### src/rtl/spi_pkg.sv
`timescale 1ns/1ps
// spi_pkg: definitions shared by the SPI responder and the SPI master.
//   state_t        - frame FSM states (IDLE, LOAD, SHIFT)
//   MODE0..MODE3   - SPI mode encodings as {CPOL, CPHA}
//   DEFAULT_DATA_W - default word width in bits
package spi_pkg;

    typedef enum logic [1:0] {
        IDLE  = 2'd0,
        LOAD  = 2'd1,
        SHIFT = 2'd2
    } state_t;

    localparam logic [1:0] MODE0 = 2'b00;
    localparam logic [1:0] MODE1 = 2'b01;
    localparam logic [1:0] MODE2 = 2'b10;
    localparam logic [1:0] MODE3 = 2'b11;

    localparam int DEFAULT_DATA_W = 8;

endpackage

### src/rtl/spi_sync_edge.sv
`timescale 1ns/1ps
// spi_sync_edge: two-flop synchronizer for an asynchronous pin, followed by a
// third flop used to detect transitions of the synchronized level.
//   clk      - system clock
//   rst      - synchronous active-high reset
//   async_in - asynchronous pin
//   sync_out - synchronized level
//   rise     - one-cycle pulse on a synchronized 0->1 transition
//   fall     - one-cycle pulse on a synchronized 1->0 transition
// RESET_VAL is the pin's idle level, so leaving reset on an idle pin produces
// no spurious edge.
module spi_sync_edge #(
    parameter bit RESET_VAL = 1'b0
) (
    input  logic clk,
    input  logic rst,
    input  logic async_in,
    output logic sync_out,
    output logic rise,
    output logic fall
);

    logic [2:0] sh;

    always_ff @(posedge clk) begin
        if (rst) begin
            sh <= {3{RESET_VAL}};
        end else begin
            sh <= {sh[1:0], async_in};
        end
    end

    assign sync_out = sh[1];
    assign rise     = sh[1] & ~sh[2];
    assign fall     = ~sh[1] & sh[2];

endmodule

### src/rtl/spi_slave.sv
`timescale 1ns/1ps
// spi_slave: SPI responder for one DATA_W-bit word link, oversampling the
// SPI pins with the system clock. Receives MSB first on MOSI while sending a
// preloaded word MSB first on MISO.
//   clk_i, reset_i        - system clock, synchronous active-high reset
//   sclk_i, cs_n_i, mosi_i - asynchronous SPI pins
//   miso_o, miso_oe_o     - serial data out and its output enable
//   tx_data_i, tx_load_i  - client write into the TX buffer (when tx_ready_o)
//   tx_ready_o            - TX buffer empty
//   rx_data_o, rx_valid_o - last complete word, one-cycle update pulse
//   rx_abort_o            - one-cycle pulse: CS_n released mid-word
//   busy_o                - frame in progress
module spi_slave
    import spi_pkg::*;
#(
    parameter bit CPOL   = 1'b1,
    parameter bit CPHA   = 1'b1,
    parameter int DATA_W = DEFAULT_DATA_W
) (
    input  logic              clk_i,
    input  logic              reset_i,
    input  logic              sclk_i,
    input  logic              cs_n_i,
    input  logic              mosi_i,
    output logic              miso_o,
    output logic              miso_oe_o,
    input  logic [DATA_W-1:0] tx_data_i,
    input  logic              tx_load_i,
    output logic              tx_ready_o,
    output logic [DATA_W-1:0] rx_data_o,
    output logic              rx_valid_o,
    output logic              rx_abort_o,
    output logic              busy_o
);

    localparam int CNT_W = $clog2(DATA_W + 1);

    // ---- stage 0: pin synchronizers and edge detection ----
    logic sclk_s, sclk_rise, sclk_fall;
    logic cs_n_s, cs_rise, cs_fall;
    logic mosi_meta, mosi_s;

    spi_sync_edge #(.RESET_VAL(CPOL)) u_sclk_sync (
        .clk      (clk_i),
        .rst      (reset_i),
        .async_in (sclk_i),
        .sync_out (sclk_s),
        .rise     (sclk_rise),
        .fall     (sclk_fall)
    );

    spi_sync_edge #(.RESET_VAL(1'b1)) u_cs_sync (
        .clk      (clk_i),
        .rst      (reset_i),
        .async_in (cs_n_i),
        .sync_out (cs_n_s),
        .rise     (cs_rise),
        .fall     (cs_fall)
    );

    // Leading edge moves SCLK away from its idle level, trailing edge back.
    logic sclk_chg, leading, trailing, sample_edge, shift_edge;
    assign sclk_chg    = sclk_rise | sclk_fall;
    assign leading     = sclk_chg & (sclk_s != CPOL);
    assign trailing    = sclk_chg & (sclk_s == CPOL);
    assign sample_edge = CPHA ? trailing : leading;
    assign shift_edge  = CPHA ? leading  : trailing;

    // ---- stage 1: registered edge events, MOSI aligned with them ----
    logic sample_p1, shift_p1, cs_rise_p1, cs_fall_p1, mosi_p1;

    always_ff @(posedge clk_i) begin
        if (reset_i) begin
            mosi_meta  <= 1'b0;
            mosi_s     <= 1'b0;
            mosi_p1    <= 1'b0;
            sample_p1  <= 1'b0;
            shift_p1   <= 1'b0;
            cs_rise_p1 <= 1'b0;
            cs_fall_p1 <= 1'b0;
        end else begin
            mosi_meta  <= mosi_i;
            mosi_s     <= mosi_meta;
            mosi_p1    <= mosi_s;
            sample_p1  <= sample_edge;
            shift_p1   <= shift_edge;
            cs_rise_p1 <= cs_rise;
            cs_fall_p1 <= cs_fall;
        end
    end

    // ---- stage 2: frame FSM, shift registers and TX buffer ----
    state_t            state, state_next;
    logic [DATA_W-1:0] tx_buf, tx_buf_next;
    logic              tx_full, tx_full_next;
    logic [DATA_W-1:0] tx_sh, tx_sh_next;
    logic [DATA_W-1:0] rx_sh, rx_sh_next;
    logic [CNT_W-1:0]  bit_cnt, bit_cnt_next;
    logic              first_shift, first_shift_next;
    logic [DATA_W-1:0] rx_data_next;
    logic              rx_valid_next, rx_abort_next;
    logic              consume;
    logic [DATA_W-1:0] reload_word;

    assign reload_word = tx_full ? tx_buf : '0;

    always_ff @(posedge clk_i) begin
        if (reset_i) begin
            state       <= IDLE;
            tx_buf      <= '0;
            tx_full     <= 1'b0;
            tx_sh       <= '0;
            rx_sh       <= '0;
            bit_cnt     <= '0;
            first_shift <= 1'b0;
            rx_data_o   <= '0;
            rx_valid_o  <= 1'b0;
            rx_abort_o  <= 1'b0;
        end else begin
            state       <= state_next;
            tx_buf      <= tx_buf_next;
            tx_full     <= tx_full_next;
            tx_sh       <= tx_sh_next;
            rx_sh       <= rx_sh_next;
            bit_cnt     <= bit_cnt_next;
            first_shift <= first_shift_next;
            rx_data_o   <= rx_data_next;
            rx_valid_o  <= rx_valid_next;
            rx_abort_o  <= rx_abort_next;
        end
    end

    always_comb begin
        state_next       = state;
        tx_sh_next       = tx_sh;
        rx_sh_next       = rx_sh;
        bit_cnt_next     = bit_cnt;
        first_shift_next = first_shift;
        rx_data_next     = rx_data_o;
        rx_valid_next    = 1'b0;
        rx_abort_next    = 1'b0;
        consume          = 1'b0;

        unique case (state)
            IDLE: begin
                if (cs_fall_p1) begin
                    state_next = LOAD;
                end
            end
            LOAD: begin
                tx_sh_next       = reload_word;
                consume          = 1'b1;
                bit_cnt_next     = '0;
                first_shift_next = CPHA;
                state_next       = SHIFT;
                // A select pulse too short to reach SHIFT still ends the frame.
                if (cs_rise_p1) begin
                    tx_sh_next = '0;
                    state_next = IDLE;
                end
            end
            SHIFT: begin
                if (sample_p1) begin
                    rx_sh_next = {rx_sh[DATA_W-2:0], mosi_p1};
                    if (bit_cnt == CNT_W'(DATA_W - 1)) begin
                        rx_data_next  = rx_sh_next;
                        rx_valid_next = 1'b1;
                        bit_cnt_next  = '0;
                        // CPHA=1: the next word must be on MISO before the
                        // following leading edge, which must not shift it.
                        if (CPHA) begin
                            tx_sh_next       = reload_word;
                            consume          = 1'b1;
                            first_shift_next = 1'b1;
                        end
                    end else begin
                        bit_cnt_next = bit_cnt + 1'b1;
                    end
                end else if (shift_p1) begin
                    if (first_shift) begin
                        first_shift_next = 1'b0;
                    end else if (!CPHA && bit_cnt == '0) begin
                        // CPHA=0: the shift edge after the last sample of a
                        // word presents the next word's MSB.
                        tx_sh_next = reload_word;
                        consume    = 1'b1;
                    end else begin
                        tx_sh_next = {tx_sh[DATA_W-2:0], 1'b0};
                    end
                end

                // Evaluated after the sample so a word completing in the
                // same cycle counts as valid rather than aborted.
                if (cs_rise_p1) begin
                    rx_abort_next = (bit_cnt_next != '0);
                    bit_cnt_next  = '0;
                    tx_sh_next    = '0;
                    state_next    = IDLE;
                end
            end
            default: begin
                state_next = IDLE;
            end
        endcase
    end

    // A buffer consumed this cycle still reads as full, so a simultaneous
    // load is refused and the client retries.
    always_comb begin
        tx_buf_next  = tx_buf;
        tx_full_next = tx_full;
        if (consume) begin
            tx_full_next = 1'b0;
        end
        if (tx_load_i && !tx_full) begin
            tx_buf_next  = tx_data_i;
            tx_full_next = 1'b1;
        end
    end

    assign tx_ready_o = ~tx_full;
    assign busy_o     = (state != IDLE);
    assign miso_oe_o  = ~cs_n_s;
    assign miso_o     = ~cs_n_s & tx_sh[DATA_W-1];

endmodule

### config.mk
export PLATFORM = sky130hd
export DESIGN_NAME = spi_slave
export DESIGN_NICKNAME = d
export VERILOG_FILES = /design/src/rtl/spi_pkg.sv /design/src/rtl/spi_sync_edge.sv /design/src/rtl/spi_slave.sv
export SDC_FILE = /design/constraint.sdc
export NUM_CORES = 1
export LEC_CHECK = 0
export CAP_MARGIN = 15
export CORE_MARGIN = 2
export CORE_UTILIZATION = 23
export CTS_CLUSTER_SIZE = 40
export DETAILED_ROUTE_END_ITERATION = 12
export SYNTH_ARGS = -nofsm -noshare
export SYNTH_HDL_FRONTEND = slang
export SYNTH_HIERARCHICAL = 1
export SYNTH_SLANG_ARGS = --single-unit
### constraint.sdc
create_clock -name clk_i -period 1.6 [get_ports clk_i]
set_clock_uncertainty 0.1 [all_clocks]
set_input_delay 0.4 -clock clk_i [delete_from_list [all_inputs] [get_ports clk_i]]
set_output_delay 0.4 -clock clk_i [all_outputs]
set_load 0.02 [all_outputs]
[Word level (Yosys, flattened, before mapping)]
Index checks and enable logic that the tools add are counted.
Word-level totals
  register bits after elaboration: 54
  input bits: 14
  output and inout bits: 14
  logic and storage cells: 85
Operators by class
  add/sub/neg operators: 1
  equal/unequal tests: 10
  mux-type cells: 26
  bitwise operators: 15
  reductions and logical operators: 14
Operators with widths (number)
  two-way mux 8 bit: 7
  two-way mux 4 bit: 4
  one-hot mux 8 bit (2 select lines): 1
  inequality test 4 bit (second input constant): 3
  one-hot mux 4 bit (2 select lines): 1
  AND 1 bit: 7
  two-way mux 1 bit: 7
  NOT 1 bit: 7
  two-way mux 2 bit: 3
  inequality test 3 bit (second input constant): 2
  one-hot mux 2 bit (3 select lines): 1
  AND reduction 3 bit: 2
  nonzero test 2 bit: 3
  adder 4 x 1 -> 4 bit (second input constant): 1
  equality test 4 x 3 -> 1 bit (second input constant): 1
  inequality test 2 bit (second input constant): 2
  one-hot mux 1 bit (2 select lines): 2
  AND reduction 2 bit: 2
  AND reduction 4 bit: 1
  nonzero test 4 bit: 1
  OR reduction 3 bit: 1
  equality test 2 x 1 -> 1 bit (second input constant): 1
  equality test 2 bit (second input constant): 1
  zero test 2 bit: 1
  other kinds (4): 4

[Longest topological paths before layout]
  depth after elaboration: 6
  mapped depth: 7
  mapped depth without buffers: 6

[Cells and area by module]
The synthesis kept the hierarchy.
Modules (own cells, without submodules)
  spi_slave: instances 1, cells each 229, area each 1975.6 µm², sequential area each 960.9 µm²
  spi_sync_edge: instances 2, cells each 8, area each 92.6 µm², sequential area each 60.1 µm²

[Worst setup path after synthesis]
No wires, ideal clock.
  path type: reg2reg
  from: register state[0]
  to: register bit_cnt[2]
  setup time: 0.070 ns
  data arrival time: 1.542 ns
  data required time: 1.430 ns
  setup slack: -0.112 ns
  cell stages (with the launch flop): 7
  buffers on the path: 1
  clock period less this slack: 1.712 ns
  cell sequence: dfxtp_1 inv_1 ha_1 buf_2 inv_1 or4_1 a21oi_1
On the way
  cells in the longest elaborated chain, start to end: 2
  elaborated cells between the ends (all ways): 4
  those cells by class: eq/ne (2); mux (1); reduce/logical (1)
RTL lines
  start: declaration: line spi_slave.sv:93  | state_t state, state_next;
  start signal: assignment: line spi_slave.sv:120  | state <= state_next;
  equality test 2 bit or equality test 2 x 1 -> 1 bit (tied branches): line spi_slave.sv:144  | unique case (state)
  one-hot mux 4 bit (2 select lines) or nonzero test 2 bit (tied branches)
  end signal: assignment: line spi_slave.sv:125  | bit_cnt <= bit_cnt_next;
  end: declaration: line spi_slave.sv:98  | logic [CNT_W-1:0] bit_cnt, bit_cnt_next;
Several ways; a longest one is shown, not always the timed one.
A chain may end at the register's enable or synchronous reset.

[Worst setup path after layout]
  from: register bit_cnt[1]
  to: register tx_sh[7]
On the way
  cells in the longest elaborated chain, start to end: 3
RTL lines
  equality test 4 x 3 -> 1 bit: line spi_slave.sv:165  | if (bit_cnt == CNT_W'(DATA_W - 1)) begin
  inequality test 4 bit (no source line)
  AND reduction 4 bit (no source line)
  end signal: assignment: line spi_slave.sv:123  | tx_sh <= tx_sh_next;
  end: declaration: line spi_slave.sv:96  | logic [DATA_W-1:0] tx_sh, tx_sh_next;
Every way passes these cells.

==> results.yml <==
floorplan:
  initial_utilization: 0.2350
  pin_count: 28
  rows: 35
  dieHeight_um: 100.9
  core-area_mm2: 0.009196
  die_area_mm2: 0.01019
  chipWidth_um: 100.9
power_and_ir_drop:
  pwr-share-clk: 0.303
  p_comb_frac: 0.219
  leakagePower_nw: 1.196
  power.share.sequential: 0.478
  p_int_w: 0.002188
  power.total_w: 0.003005
  power_per_cell_area_mw_per_mm2: 1010
  ir_drop_mv: 0.4866
  power.share.switching: 0.2720
  p_switching_w: 0.0008174
worst_setup_path:
  worst_setup_path_end_kind: "flip-flop"
  critPathLaunchType: "flip-flop"
  path_buf_inv: 1
  cp-startpoint: "bit_cnt[1]"
  path_class: "flip-flop to flip-flop"
  required_ns: 1.70
  critPathTopFamily: "compound AO/OA/AOI/OAI gates"
  cpPeakStageDelay_ns: 0.38
  cp.arrival_ns: 1.76
  worst-path-max-fanout: 7
  r2r_slack_ns: -0.06
  rr_startpoint: "bit_cnt[1]"
  cp_slowest_cell: "o31a_1"
  crit_chain: "ha_4 -> and4b_4 -> buf_4 -> o31a_1 -> a22o_1"
detailed_routing:
  routed_wl_mm: 4.398
  final_antenna_net_count: 0
  drtPass1Iterations: 4
  initialDrtViolationCount: 122
  drc: 0
  wl_per_cell_um: 10.65
  routed_via_density: 4.416
  num_vias: 1824
clock_tree:
  h-tree-depth: 2
  cts_max_path_buffers: 2
  clk-insertion-delay-late_ns: 0.31
  cts_tree: "built"
  numClockSinks: 54
  path_clk_slew_ns: 0.10
  cts_buffers: 5
  cts-hold-fix-buffers: 0
  cts_root_buffer: "clkbuf_8"
hold_path:
  min-delay-start: "u_sclk_sync/sh[0]"
  min_path_type: "flip-flop to flip-flop"
sta:
  slew_viol_final: 0
  post-route-min-period_ns: 1.659
  period_share: 1.037
  worst_pin_slew_ns: 0.3097
  fmax_mhz: 602.9
  relSlewSlack: 0.7931
  hold_viol_final: 0
  fin_ws_ns: -0.05867
  setup_viol: 8
  grt_setup_unrepaired: "yes"
global_routing:
  grt_busiest_layer: "met2"
  grtUsageTotal: 0.09129
  grt_max_degree: 28
  use_met3: 0.01526
  grt_pass1_wl_mm: 7.583
  antenna_found_initial: 0
  grt_overflow_total: 0
  met1_usage: 0.1134
  grt_pass1_vias: 1741
  use_met2: 0.1492
synth:
  yosysSeqAreaShare: 0.5003
  avgSynthCellArea_um2: 8.820
  synth_area_mm2: 0.002161
  yosysWarnings: 6
  synth_cells: 245
  syn_nets: 264
  ys_seq_elements: 54
  synth_cell_types: 35
final_layout:
  n_antenna_cell: 0
  drive_above_1_share: 0.2219
  final_cell_area_mm2: 0.002975
  stdcell_count: 413
  nets: 320
  area_growth_pct: 37.70
run:
  maxCapViolations: 0
outcome:
  violations: "negative setup slack"
  run_status: "finished, violations left"
placed_design:
  dpl.hpwl_mm: 3.207
  place.gp.congestion: 0.7927
  post-place-cells: 402
  io_buffers: 27
  placedInstanceArea_mm2: 0.002783
-- per-stage QoR --
stage | setup TNS [ns] | hold slack (ns) | worst slack, ns | utilization
2_1_floorplan | 0 | 0.2854 | 0.005223 | -
3_3_place_gp | -1.470 | 0.2886 | -0.1009 | 0.3026
3_5_place_dp | -1.648 | 0.2969 | -0.1076 | 0.3026
4_1_cts | -0.4315 | 0.3192 | -0.06068 | 0.3150
5_1_grt | -0.8038 | 0.3450 | -0.1159 | 0.3235
6_report | -0.3306 | 0.3142 | -0.05867 | 0.3235
-- power by group through the flow --
stage / Sequential, W / Combinational, W / Clock, W
after floorplan: 0.00146 / 0.000367 / 0
after global placement: 0.00146 / 0.000592 / 0
after detailed placement: 0.00146 / 0.000597 / 0
after CTS: 0.00143 / 0.000597 / 0.000953
after global routing: 0.00145 / 0.000726 / 0.000994
final: 0.00144 / 0.000659 / 0.000910
-- final timing paths --
check                           end  cells past startpoint
setup / recovery           tx_sh[7]                      5
hold / removal    u_sclk_sync/sh[1]                      1
setup reg to reg           tx_sh[7]                      5
hold reg to reg   u_sclk_sync/sh[1]                      1
-- worst register-to-register path, cell delays in order, from the launching register on --
cell and delay (ns):
dfxtp_2 0.35, ha_4 0.16, and4b_4 0.19, buf_4 0.14, o31a_1 0.38, a22o_1 0.23
-- state kept, by name, summed over array words and instances, names as in the netlist, 2 cells and up --
register        count
rx_sh               7
bit_cnt             4
tx_sh               8
u_sclk_sync/sh      3
tx_buf              8
state               2
u_cs_sync/sh        3
rx_data_o           8
-- cells by family (layout without fill, tap and decap cells) --
group / Yosys count / in the layout / share of synthesized area
muxes: 9 / 9 / 0.04227
adders and majority gates: 5 / 5 / 0.02895
and+or+nand+nor: 113 / 113 / 0.2594
DFF: 54 / 54 / 0.5003
xor gates and xnor gates: 1 / 1 / 0.004054
AOI/OAI and AO/OA: 41 / 41 / 0.1216
buffers and inverters: 22 / 79 / 0.04342
-- cells in the mapped netlist, drive strengths merged --
cell | count | share of area
dfxtp | 54 | 0.50
and2b | 2 | 0.0069
and4b | 1 | 0.0064
nor2b | 10 | 0.029
nor3 | 2 | 0.0046
xnor2 | 1 | 0.0041
or2 | 6 | 0.017
a21oi | 24 | 0.061
buf | 7 | 0.017
or3 | 1 | 0.0052
and3 | 1 | 0.0029
clkbuf | 6 | 0.010
nor2 | 16 | 0.028
o21bai | 1 | 0.0035
o31a | 1 | 0.0041
a22o | 7 | 0.028
a32oi | 1 | 0.0041
nand2 | 39 | 0.068
nand4 | 2 | 0.0058
inv | 9 | 0.016
o21ai | 4 | 0.0093
ha | 5 | 0.029
nand4b | 2 | 0.0081
mux2i | 8 | 0.037
nand3 | 24 | 0.056
nand2b | 4 | 0.012
a32o | 1 | 0.0046
or4 | 2 | 0.0069
a311oi | 1 | 0.0041
mux2 | 1 | 0.0052
a31oi | 1 | 0.0029
nor3b | 1 | 0.0035
-- what timing repair did --
action                                  4_1_cts  5_1_grt
gates resized for setup                      23       14
pin swaps                                     1        8
endpoints found under the setup margin       28       26
setup buffers                                 0        3
-- cell usage in the layout, fill, tap and decap left out, drive strengths merged, types with 2 or more instances in the layout --
cell type      count
clkinvlp           2
nor3               2
and2b              2
inv                9
mux2i              8
nor2b             10
dlygate4sd2       12
nand2             39
ha                 5
or4                2
a22o               7
buf               36
nand4b             2
or2                6
o21ai              4
dfxtp             54
clkdlybuf4s50     13
nand3             24
nor2              16
nand4              2
a21oi             24
clkbuf             5
nand2b             4
-- per-layer routing --
| layer | share of wire | up-vias |
|---|---|---|
| li1 | - | 949 |
| met1 | 0.48 | 846 |
| met2 | 0.48 | 23 |
| met3 | 0.023 | 6 |
| met4 | 0.013 | 0 |
| met5 | 0 | - |
-- layout make-up --
type                            instances  area, um^2
Fill cell                             970        6221
Sequential cell                        54        1087
Multi-Input combinational cell        169        1062
Timing Repair Buffer                   62       536.8
Tap cell                              111       138.9
Clock buffer                            5       68.82
Clock inverter                          3       45.04
Inverter                                9       36.28
Note: power is estimated with default switching activity, not from simulation.
